$ cat config.mk
export PLATFORM = sky130hd
export DESIGN_NAME = pwm_multi_gen
export DESIGN_NICKNAME = d
export VERILOG_FILES = /design/src/rtl/pwm_pkg.sv /design/src/rtl/pwm_channel.sv /design/src/rtl/pwm_multi_gen.sv
export SDC_FILE = /design/constraint.sdc
export NUM_CORES = 1
export LEC_CHECK = 0
export BUFFER_PORTS_ARGS = -buffer_cell sky130_fd_sc_hd__buf_2
export CORE_MARGIN = 5
export CORE_UTILIZATION = 55
export DETAILED_ROUTE_END_ITERATION = 8
export GPL_TIMING_DRIVEN = 0
export PLACE_DENSITY = 0.78
export SYNTH_ARGS = -nofsm -noshare
export SYNTH_HDL_FRONTEND = slang
export SYNTH_SLANG_ARGS = --single-unit
$ cat constraint.sdc
create_clock -name clk -period 2.5 [get_ports clk]
set_input_delay 0 -clock clk [delete_from_list [all_inputs] [get_ports clk]]
set_output_delay 0 -clock clk [all_outputs]
set_load 0.1 [all_outputs]
$ cat src/rtl/pwm_pkg.sv
`default_nettype none
// ============================================================================
// Module      : pwm_pkg
// Description : Shared types and default widths for the multi-channel PWM
//               generator. Holds the counting-mode and direction enums and
//               the default parameter values used by pwm_multi_gen and
//               pwm_channel.
// Config      : PWM_DEADTIME_EN (used by the modules that import this package)
// Revision    : 1.0 - initial release
// ============================================================================
package pwm_pkg;

    typedef enum logic {
        PWM_EDGE   = 1'b0,
        PWM_CENTER = 1'b1
    } pwm_mode_e;

    typedef enum logic {
        DIR_UP   = 1'b0,
        DIR_DOWN = 1'b1
    } pwm_dir_e;

    localparam int c_DEF_CHANNELS = 4;
    localparam int c_DEF_CNT_W    = 8;
    localparam int c_DEF_PRESC_W  = 8;
    localparam int c_DEF_DEAD_CYC = 2;

endpackage : pwm_pkg
`default_nettype wire

$ cat src/rtl/pwm_channel.sv
`default_nettype none
// ============================================================================
// Module      : pwm_channel
// Description : One PWM compare channel. Double-buffered duty (shadow written
//               by the config path, active loaded at period boundaries) and a
//               registered compare against the shared counter.
//               With PWM_DEADTIME_EN defined the raw compare drives a
//               dead-time FSM producing a non-overlapping complementary pair.
// Ports       : clk, rst      - clock, synchronous active-high reset
//               run           - counter running (compare enabled)
//               load          - period boundary: shadow -> active duty
//               wr_en/wr_duty - shadow duty write
//               cnt           - shared period counter
//               pwm_out       - registered PWM output
//               pwm_n_out     - complementary output (PWM_DEADTIME_EN only)
// Revision    : 1.0 - initial release
// ============================================================================
module pwm_channel
    import pwm_pkg::*;
#(
    parameter int CNT_W = c_DEF_CNT_W
`ifdef PWM_DEADTIME_EN
    , parameter int DEAD_CYC = c_DEF_DEAD_CYC
`endif
) (
    input  logic             clk,
    input  logic             rst,
    input  logic             run,
    input  logic             load,
    input  logic             wr_en,
    input  logic [CNT_W-1:0] wr_duty,
    input  logic [CNT_W-1:0] cnt,
    output logic             pwm_out
`ifdef PWM_DEADTIME_EN
    , output logic           pwm_n_out
`endif
);

    logic [CNT_W-1:0] r_duty_sh;
    logic [CNT_W-1:0] r_duty_act;
    logic             r_raw;

    // The active duty only changes at a boundary, so the compare can never
    // produce a runt pulse from a mid-period duty write.
    always_ff @(posedge clk) begin
        if (rst) begin
            r_duty_sh  <= '0;
            r_duty_act <= '0;
            r_raw      <= 1'b0;
        end else begin
            if (wr_en) begin
                r_duty_sh <= wr_duty;
            end
            if (load) begin
                r_duty_act <= r_duty_sh;
            end
            r_raw <= run && (cnt < r_duty_act);
        end
    end

`ifdef PWM_DEADTIME_EN
    localparam logic [1:0] c_ST_IDLE_LO = 2'd0;
    localparam logic [1:0] c_ST_DT_RISE = 2'd1;
    localparam logic [1:0] c_ST_HI      = 2'd2;
    localparam logic [1:0] c_ST_DT_FALL = 2'd3;
    localparam int         c_DT_W       = (DEAD_CYC > 1) ? $clog2(DEAD_CYC) : 1;
    localparam logic [c_DT_W-1:0] c_DT_LAST = c_DT_W'(DEAD_CYC - 1);

    logic [1:0]        r_state;
    logic [c_DT_W-1:0] r_dt_cnt;
    logic              r_run_d;

    // Both sides stay low for DEAD_CYC clocks around every raw edge. A raw
    // pulse that ends inside the gap is swallowed on that side.
    always_ff @(posedge clk) begin
        if (rst) begin
            r_state  <= c_ST_IDLE_LO;
            r_dt_cnt <= '0;
            r_run_d  <= 1'b0;
        end else begin
            r_run_d <= run;
            case (r_state)
                c_ST_IDLE_LO: begin
                    if (r_raw) begin
                        r_state  <= c_ST_DT_RISE;
                        r_dt_cnt <= '0;
                    end
                end
                c_ST_DT_RISE: begin
                    if (!r_raw) begin
                        r_state <= c_ST_IDLE_LO;
                    end else if (r_dt_cnt == c_DT_LAST) begin
                        r_state <= c_ST_HI;
                    end else begin
                        r_dt_cnt <= r_dt_cnt + 1'b1;
                    end
                end
                c_ST_HI: begin
                    if (!r_raw) begin
                        r_state  <= c_ST_DT_FALL;
                        r_dt_cnt <= '0;
                    end
                end
                default: begin
                    if (r_raw) begin
                        r_state <= c_ST_HI;
                    end else if (r_dt_cnt == c_DT_LAST) begin
                        r_state <= c_ST_IDLE_LO;
                    end else begin
                        r_dt_cnt <= r_dt_cnt + 1'b1;
                    end
                end
            endcase
        end
    end

    assign pwm_out   = (r_state == c_ST_HI);
    assign pwm_n_out = (r_state == c_ST_IDLE_LO) && r_run_d;
`else
    assign pwm_out = r_raw;
`endif

endmodule : pwm_channel
`default_nettype wire

$ cat src/rtl/pwm_multi_gen.sv
`default_nettype none
// ============================================================================
// Module      : pwm_multi_gen
// Description : Multi-channel PWM generator. One shared prescaler and period
//               counter (edge- or centre-aligned), CHANNELS compare channels
//               with double-buffered duties applied at period boundaries.
// Ports       : clk, rst     - clock, synchronous active-high reset
//               en           - run enable (0->1 forces a boundary)
//               presc        - tick every presc+1 clocks
//               period       - counter top value (latched at boundary)
//               mode         - 0 edge-aligned, 1 centre-aligned (latched)
//               cfg_valid/cfg_ready/cfg_ch/cfg_duty - duty write handshake
//               pwm_out      - registered PWM outputs
//               pwm_n_out    - complementary outputs (PWM_DEADTIME_EN only)
//               period_tick  - one-clock pulse in each boundary clock
// Config      : PWM_DEADTIME_EN - adds pwm_n_out and dead-time insertion
// Revision    : 1.0 - initial release
// ============================================================================
module pwm_multi_gen
    import pwm_pkg::*;
#(
    parameter int CHANNELS = c_DEF_CHANNELS,
    parameter int CNT_W    = c_DEF_CNT_W,
    parameter int PRESC_W  = c_DEF_PRESC_W,
    parameter int DEAD_CYC = c_DEF_DEAD_CYC
) (
    input  logic                clk,
    input  logic                rst,
    input  logic                en,
    input  logic [PRESC_W-1:0]  presc,
    input  logic [CNT_W-1:0]    period,
    input  logic                mode,
    input  logic                cfg_valid,
    output logic                cfg_ready,
    input  logic [((CHANNELS > 1) ? $clog2(CHANNELS) : 1)-1:0] cfg_ch,
    input  logic [CNT_W-1:0]    cfg_duty,
    output logic [CHANNELS-1:0] pwm_out,
`ifdef PWM_DEADTIME_EN
    output logic [CHANNELS-1:0] pwm_n_out,
`endif
    output logic                period_tick
);

    if (CHANNELS < 1 || CHANNELS > 8 || DEAD_CYC < 1) begin : g_param_check
        $error("pwm_multi_gen: CHANNELS must be 1..8 and DEAD_CYC >= 1");
    end

    logic [PRESC_W-1:0] r_p_cnt;
    logic [CNT_W-1:0]   r_cnt;
    pwm_dir_e           r_dir;
    logic [CNT_W-1:0]   r_period_act;
    pwm_mode_e          r_mode_act;
    logic               r_en_d;

    logic               w_tick;
    logic               w_wrap;
    logic [CNT_W-1:0]   w_cnt_next;
    pwm_dir_e           w_dir_next;
    logic               w_boundary;
    logic               w_run;
    logic               w_wr_acc;

    assign w_tick = en && (r_p_cnt == presc);

    // Next counter value on a tick. w_wrap marks the tick that closes the
    // period. Centre mode walks 0..P..1 so a full period is 2*P ticks and
    // the down-count's arrival at 0 is the restart point.
    always_comb begin
        w_cnt_next = r_cnt;
        w_dir_next = r_dir;
        w_wrap     = 1'b0;
        if (r_mode_act == PWM_EDGE) begin
            if (r_cnt == r_period_act) begin
                w_wrap = 1'b1;
            end else begin
                w_cnt_next = r_cnt + 1'b1;
            end
        end else if (r_period_act == '0) begin
            w_wrap = 1'b1;
        end else if (r_dir == DIR_UP && r_cnt != r_period_act) begin
            w_cnt_next = r_cnt + 1'b1;
        end else begin
            w_dir_next = DIR_DOWN;
            w_cnt_next = r_cnt - 1'b1;
            w_wrap     = (r_cnt == CNT_W'(1));
        end
    end

    // Rising en forces a boundary so fresh shadows take effect immediately.
    assign w_boundary  = en && (!r_en_d || (w_tick && w_wrap));
    assign period_tick = !rst && w_boundary;
    assign cfg_ready   = rst || !w_boundary;
    assign w_run       = en && r_en_d;
    assign w_wr_acc    = cfg_valid && cfg_ready && !rst && (int'(cfg_ch) < CHANNELS);

    always_ff @(posedge clk) begin
        if (rst) begin
            r_p_cnt      <= '0;
            r_cnt        <= '0;
            r_dir        <= DIR_UP;
            r_period_act <= '0;
            r_mode_act   <= PWM_EDGE;
            r_en_d       <= 1'b0;
        end else begin
            r_en_d <= en;
            if (!en) begin
                r_p_cnt <= '0;
                r_cnt   <= '0;
                r_dir   <= DIR_UP;
            end else if (w_boundary) begin
                r_p_cnt      <= '0;
                r_cnt        <= '0;
                r_dir        <= DIR_UP;
                r_period_act <= period;
                r_mode_act   <= pwm_mode_e'(mode);
            end else if (w_tick) begin
                r_p_cnt <= '0;
                r_cnt   <= w_cnt_next;
                r_dir   <= w_dir_next;
            end else begin
                r_p_cnt <= r_p_cnt + 1'b1;
            end
        end
    end

    for (genvar i = 0; i < CHANNELS; i++) begin : g_ch
        pwm_channel #(
            .CNT_W    (CNT_W)
`ifdef PWM_DEADTIME_EN
            , .DEAD_CYC (DEAD_CYC)
`endif
        ) u_channel (
            .clk       (clk),
            .rst       (rst),
            .run       (w_run),
            .load      (w_boundary),
            .wr_en     (w_wr_acc && (int'(cfg_ch) == i)),
            .wr_duty   (cfg_duty),
            .cnt       (r_cnt),
            .pwm_out   (pwm_out[i])
`ifdef PWM_DEADTIME_EN
            , .pwm_n_out (pwm_n_out[i])
`endif
        );
    end

endmodule : pwm_multi_gen
`default_nettype wire
==> Word-level counts from Yosys, hierarchy flattened <==
Index checks and enable logic that the tools add are counted.
{ "classes": {"n_addsub": 3, "magnitude_cmp": 4, "eq_ne": 9, "n_mux": 8, "bitwise": 4, "reduce_logical": 28} }
{ "op_table": {"columns": ["op", "n"], "rows": [
  ["$lt 8x8->1", 4],
  ["$mux 8", 4],
  ["$add 8x1->8 const B", 2],
  ["$eq 8x8->1", 2],
  ["$logic_and 1x1->1", 16],
  ["$eq 8x1->1 const B", 1],
  ["$logic_not 8->1", 1],
  ["$ne 8x8->1", 1],
  ["$sub 8x1->8 const B", 1],
  ["$eq 2x2->1 const B", 2],
  ["$mux 1", 4],
  ["$ne 2x2->1 const B", 2],
  ["$not 1->1", 4],
  ["$reduce_and 4->1", 1],
  ["$reduce_or 4->1", 1],
  ["$logic_not 1->1", 3],
  ["$reduce_and 3->1", 1],
  ["$reduce_or 3->1", 1],
  ["$eq 2x1->1 const B", 1],
  ["$logic_not 2->1", 1],
  ["$logic_or 1x1->1", 2],
  ["$reduce_and 2->1", 1]
]} }
{ "word_totals": {"regBits": 95, "output_inout_bits": 6, "wordCells": 74} }

==> Depth between registers and ports, before layout <==
{ "logic_depth": {"ltp_word": 13, "depth_mapped": 11, "mapped_depth_nobuf": 8} }

==> By module <==
Synthesis repeated with hierarchy kept, for this count alone.
{ "hier_totals": {"cells_unflattened": 479, "hier_area_um2": 4593.2} }
{ "by_module_without_submodules": {"columns": ["module", "instances", "cells_each", "area_per_inst_um2"], "rows": [
  ["pwm_channel", 4, 76, 763.2],
  ["pwm_multi_gen", 1, 175, 1540.2]
]} }

==> Worst setup path before layout <==
Ideal clock, no wire load.
{ "synth_timing": {"kind": "register to output", "start": "register r_cnt[2]", "end": "output port cfg_ready", "arrival_ns": 2.985, "setup_slack_ns": -0.485, "stages_incl_launch_ff": 9, "cell_sequence": "dfxtp_1 -> buf_6 -> or4_4 -> nor4b_2 -> or2_1 -> nand3_1 -> nand2_1 -> and2_1 -> inv_1"} }
{ "synth_between": {"elab_chain_len": 10, "elab_cells_between_ends": 13} }
{ "synth_lines": {"columns": ["item", "line", "source"], "rows": [
  ["from (decl)", "pwm_multi_gen.sv:49", "logic [CNT_W-1:0] r_cnt;"],
  ["from (signal assigned)", "pwm_multi_gen.sv:118", "r_cnt <= w_cnt_next;"],
  ["$ne 8x8->1", "pwm_multi_gen.sv:80", "end else if (r_dir == DIR_UP && r_cnt != r_period_act) begin"],
  ["$logic_and 1x1->1", "pwm_multi_gen.sv:80", null],
  ["$mux 1", "pwm_multi_gen.sv:80", null],
  ["$mux 1", "pwm_multi_gen.sv:78", "end else if (r_period_act == '0) begin"],
  ["$mux 1 *", "pwm_multi_gen.sv:72", "if (r_mode_act == PWM_EDGE) begin"],
  ["$logic_and 1x1->1 *", "pwm_multi_gen.sv:90", "assign w_boundary = en && (!r_en_d || (w_tick && w_wrap));"],
  ["$logic_or 1x1->1 *", "pwm_multi_gen.sv:90", null],
  ["$logic_and 1x1->1 *", "pwm_multi_gen.sv:90", null],
  ["$logic_not 1->1 *", "pwm_multi_gen.sv:92", "assign cfg_ready = rst || !w_boundary;"],
  ["$logic_or 1x1->1 *", "pwm_multi_gen.sv:92", null],
  ["to (decl)", "pwm_multi_gen.sv:34", "output logic cfg_ready,"]
]} }
Mark *: on every way between the ends. The rest lies on a longest branch, timed or not.

==> Worst setup path after layout <==
{ "layout_timing": {"start": "register r_cnt[5]", "end": "register g_ch[1].u_channel.r_duty_sh[7]"} }
{ "layout_between": {"elab_chain_len": 13, "elab_cells_between_ends": 16} }
{ "layout_lines": {"columns": ["item", "line", "source"], "rows": [
  ["$ne 8x8->1", "pwm_multi_gen.sv:80", null],
  ["$logic_and 1x1->1", "pwm_multi_gen.sv:80", null],
  ["$mux 1", "pwm_multi_gen.sv:80", null],
  ["$mux 1", "pwm_multi_gen.sv:78", null],
  ["$mux 1 *", "pwm_multi_gen.sv:72", null],
  ["$logic_and 1x1->1 *", "pwm_multi_gen.sv:90", null],
  ["$logic_or 1x1->1 *", "pwm_multi_gen.sv:90", null],
  ["$logic_and 1x1->1 *", "pwm_multi_gen.sv:90", null],
  ["$logic_not 1->1 *", "pwm_multi_gen.sv:92", null],
  ["$logic_or 1x1->1 *", "pwm_multi_gen.sv:92", null],
  ["$logic_and 1x1->1 * (2 in series)", "pwm_multi_gen.sv:94", "assign w_wr_acc = cfg_valid && cfg_ready && !rst && (int'(cfg_ch) < CHANNELS);"],
  ["$logic_and 1x1->1 *", "pwm_multi_gen.sv:137", ".wr_en (w_wr_acc && (int'(cfg_ch) == i)),"],
  ["to (signal assigned)", "pwm_channel.sv:52", "r_duty_sh <= wr_duty;"],
  ["to (decl)", "pwm_channel.sv:39", "logic [CNT_W-1:0] r_duty_sh;"]
]} }
Marks and branches as above.
A chain may end at the register's enable or synchronous reset.

==> impl_metrics.env <==
export IMPL_synth_simple_area_share_pct=16.6
export IMPL_ys_top_cells_by_area="dfxtp_1 (41%), mux2i_1 (17%), ha_1 (8.7%)"
export IMPL_firstDrtPassIters=4
export IMPL_detail_route_wl_per_cell_um=15.5
export IMPL_syn_instance_count=492
export IMPL_io_buffers=36
export IMPL_synthMuxAreaShare_pct=16.9
export IMPL_whs_ns=0.0854
export IMPL_num_antenna_cells=0
export IMPL_core_area_um2=8220
export IMPL_topRoutingLayerUsed="met4"
export IMPL_cts_max_path_buffers=2
export IMPL_first_global_vias=3590
export IMPL_finClkSkew_ns=0.0142
export IMPL_wirelength_um=10400
export IMPL_yosysMostFrequentCell="dfxtp_1"
export IMPL_drt_iter0_drc=165
export IMPL_syn_area_um2=4620
export IMPL_cpMaxStageDelayCell="or4_4"
export IMPL_path_class="reg -> reg"
export IMPL_cp_start_kind="flip-flop"
export IMPL_worstMarginPinSlew_ns=0.509
export IMPL_synth_seq_cells=95
export IMPL_drv_slew=0
export IMPL_nets=628
export IMPL_required_ns=2.75
export IMPL_dp_hpwl_um=7360
export IMPL_grt_usage_pct=21.3
export IMPL_vdd_ir_drop_max_mv=0.338
export IMPL_ant_nets=0
export IMPL_globalplace_congestion=0.841
export IMPL_cts_tree="yes"
export IMPL_ys_flop_type="dfxtp_1"
export IMPL_drc=0
export IMPL_worstPathMaxFanout=8
export IMPL_synthArstFlopShare_pct=0
export IMPL_grt_ovfl_total=0
export IMPL_setup_viol_count_final=0
export IMPL_cts_htree_levels=3
export IMPL_chipWidth_um=102
export IMPL_avgSynthCellArea_um2=9.39
export IMPL_clkSinkCount=95
export IMPL_synth_enable_flop_cells=0
export IMPL_antenna_found_initial=0
export IMPL_power_density_nw_per_um2=533
export IMPL_synth_top_family_by_area="multiplexers"
export IMPL_power_mw=2.90
export IMPL_boundaryPins=37
export IMPL_grt_pass1_wl_um=16900
export IMPL_fillers=632
export IMPL_grt_start_max_net_pins=17
export IMPL_status="finished clean"
export IMPL_yosysWarnings=0
export IMPL_die_h_um=102
export IMPL_wl_met2_um=5310
export IMPL_start_util_pct=56.2
export IMPL_synth_compound_area_share_pct=6.39
export IMPL_rsz0062_at_grt="no"
export IMPL_wirelength_met1_um=4290
export IMPL_end_kind="flip-flop"
export IMPL_path_delay_family="simple AND/OR/NAND/NOR gates"
export IMPL_vias=3628
export IMPL_cp_cell_sequence="or4_4 -> nor4b_2 -> or2_1 -> a32oi_2 -> buf_4 -> and4b_1 -> buf_6 -> mux2i_2 -> nor2_1"
export IMPL_rows=33
export IMPL_hold_class="in -> reg"
export IMPL_dr_wl_met3_um=492
export IMPL_synth_common_cells="dfxtp_1 (95), nor2_1 (89), mux2i_1 (77)"
export IMPL_cts_root_buffer="clkbuf_8"
export IMPL_utilization_pct=66.3
export IMPL_yosys_area_share_adder_pct=8.67
export IMPL_cpPeakStageDelay_ns=0.55
export IMPL_crit_arrival_ns=2.70
export IMPL_slew_headroom_pct=66.0
export IMPL_maxClockFrequency_mhz=410
export IMPL_p_leak_nw=2.39
export IMPL_ys_seq_area_share_pct=41.2
export IMPL_synth_nets=555
export IMPL_insertion_delay_ns=0.37
export IMPL_fin_crit_ns=2.44
export IMPL_die_area_um2=10300
export IMPL_cts_buffers=9
export IMPL_cap_violations=0
export IMPL_synth_distinct_cells=42
export IMPL_crit_buf_inv=2
export IMPL_hold_viol=0
export IMPL_min_period_over_period_pct=97.6
export IMPL_synthToLayoutAreaGrowth_pct=17.8
export IMPL_synth_xor_area_share_pct=4.55
export IMPL_vias_per_cell=5.37
export IMPL_yosys_area_top_type_share_pct=41.2
export IMPL_clk_pin_slew_ns=0.09
export IMPL_drive_gt1_share_pct=16.7
export IMPL_synth_top_cell_by_area="dfxtp_1"
-- state kept, by name, indices dropped and copies added, names as in the netlist --
signal / count
g_ch.u_channel.pwm_out: 4
g_ch.u_channel.r_duty_act: 32
g_ch.u_channel.r_duty_sh: 32
r_cnt: 8
r_dir: 1
r_en_d: 1
r_mode_act: 1
r_p_cnt: 8
r_period_act: 8
-- timing repair --
item / in CTS / in global routing
endpoints found under the hold margin: 42 / 0
buffers inserted: 2 / 6
hold buffers: 19 / 0
pin swaps: 5 / 4
setup endpoints to repair: 75 / 45
gates resized for setup: 14 / 7
cloned: 1 / 0
-- path summary, 6_finish.rpt --
kind              slack (ns)                      startpoint  cells after the start                        endpoint
setup / recovery        0.06                        r_cnt[5]                      9  g_ch[1].u_channel.r_duty_sh[7]
hold reg to reg         0.50  g_ch[3].u_channel.r_duty_sh[7]                      2  g_ch[3].u_channel.r_duty_sh[7]
setup reg to reg        0.06                        r_cnt[5]                      9  g_ch[1].u_channel.r_duty_sh[7]
hold / removal          0.09                              en                      5                           r_dir
-- worst min-delay path, delay by kind of cell --
kind / cells / cell delay, ns
simple gates: 3 / 0.16
buf+inv: 1 / 0.13
compound gates: 1 / 0.12
-- layer usage --
| layer | vias up | GRT usage (%) |
|---|---|---|
| met3 | 27 | 3.93 |
| met1 | 1701 | 24.1 |
| met5 | - | 0 |
| met4 | 0 | 11.5 |
| li1 | 1807 | - |
| met2 | 93 | 37.6 |
-- stage by stage --
stage	TNS [ns]	worst slack, ns	cells	cell area (um^2)
detailed placement	-16.57	-0.289	633	4940
finish	0	0.0595	675	5440
floorplan	0	0.122	492	4630
global route	0	0.00352	675	5440
CTS	0	0.0204	670	5390
global placement	-9.60	-0.176	633	4940
-- where the power goes --
group	internal [mW]	switching (mW)	total, mW
combinational	0.131	0.162	0.293
sequential	1.54	0.0224	1.56
clock	0.495	0.556	1.05
-- final cells by class --
class,count,area [um^2],share of cell area [%]
multi-input cells,339,2480,45.6
flip-flops and latches,95,1920,35.3
repair buffers,64,440,8.09
clock buffers,10,138,2.53
plain buffers,23,135,2.48
well taps,105,131,2.41
inverters,33,128,2.34
clock inverters,6,68.8,1.26
-- kinds of logic after synthesis --
kind of cell,after synthesis
buffers and inverters,58
adder cells (fa/ha/maj),32
AND/OR/NAND/NOR,159
XOR/XNOR,24
multiplexers,78
flip-flops,95
AO/OA/AOI/OAI,46
-- placed cells by master (no fill, tap or decap), drive strengths merged, types with 12 or more instances in the layout --
cell type,n
ha,32
nor2,89
xnor2,20
dfxtp,95
a21o,12
buf,57
o21ai,13
clkbuf,21
nand2,13
inv,33
dlygate4sd3,19
mux2i,77
Power figures use the tool's default switching activity.
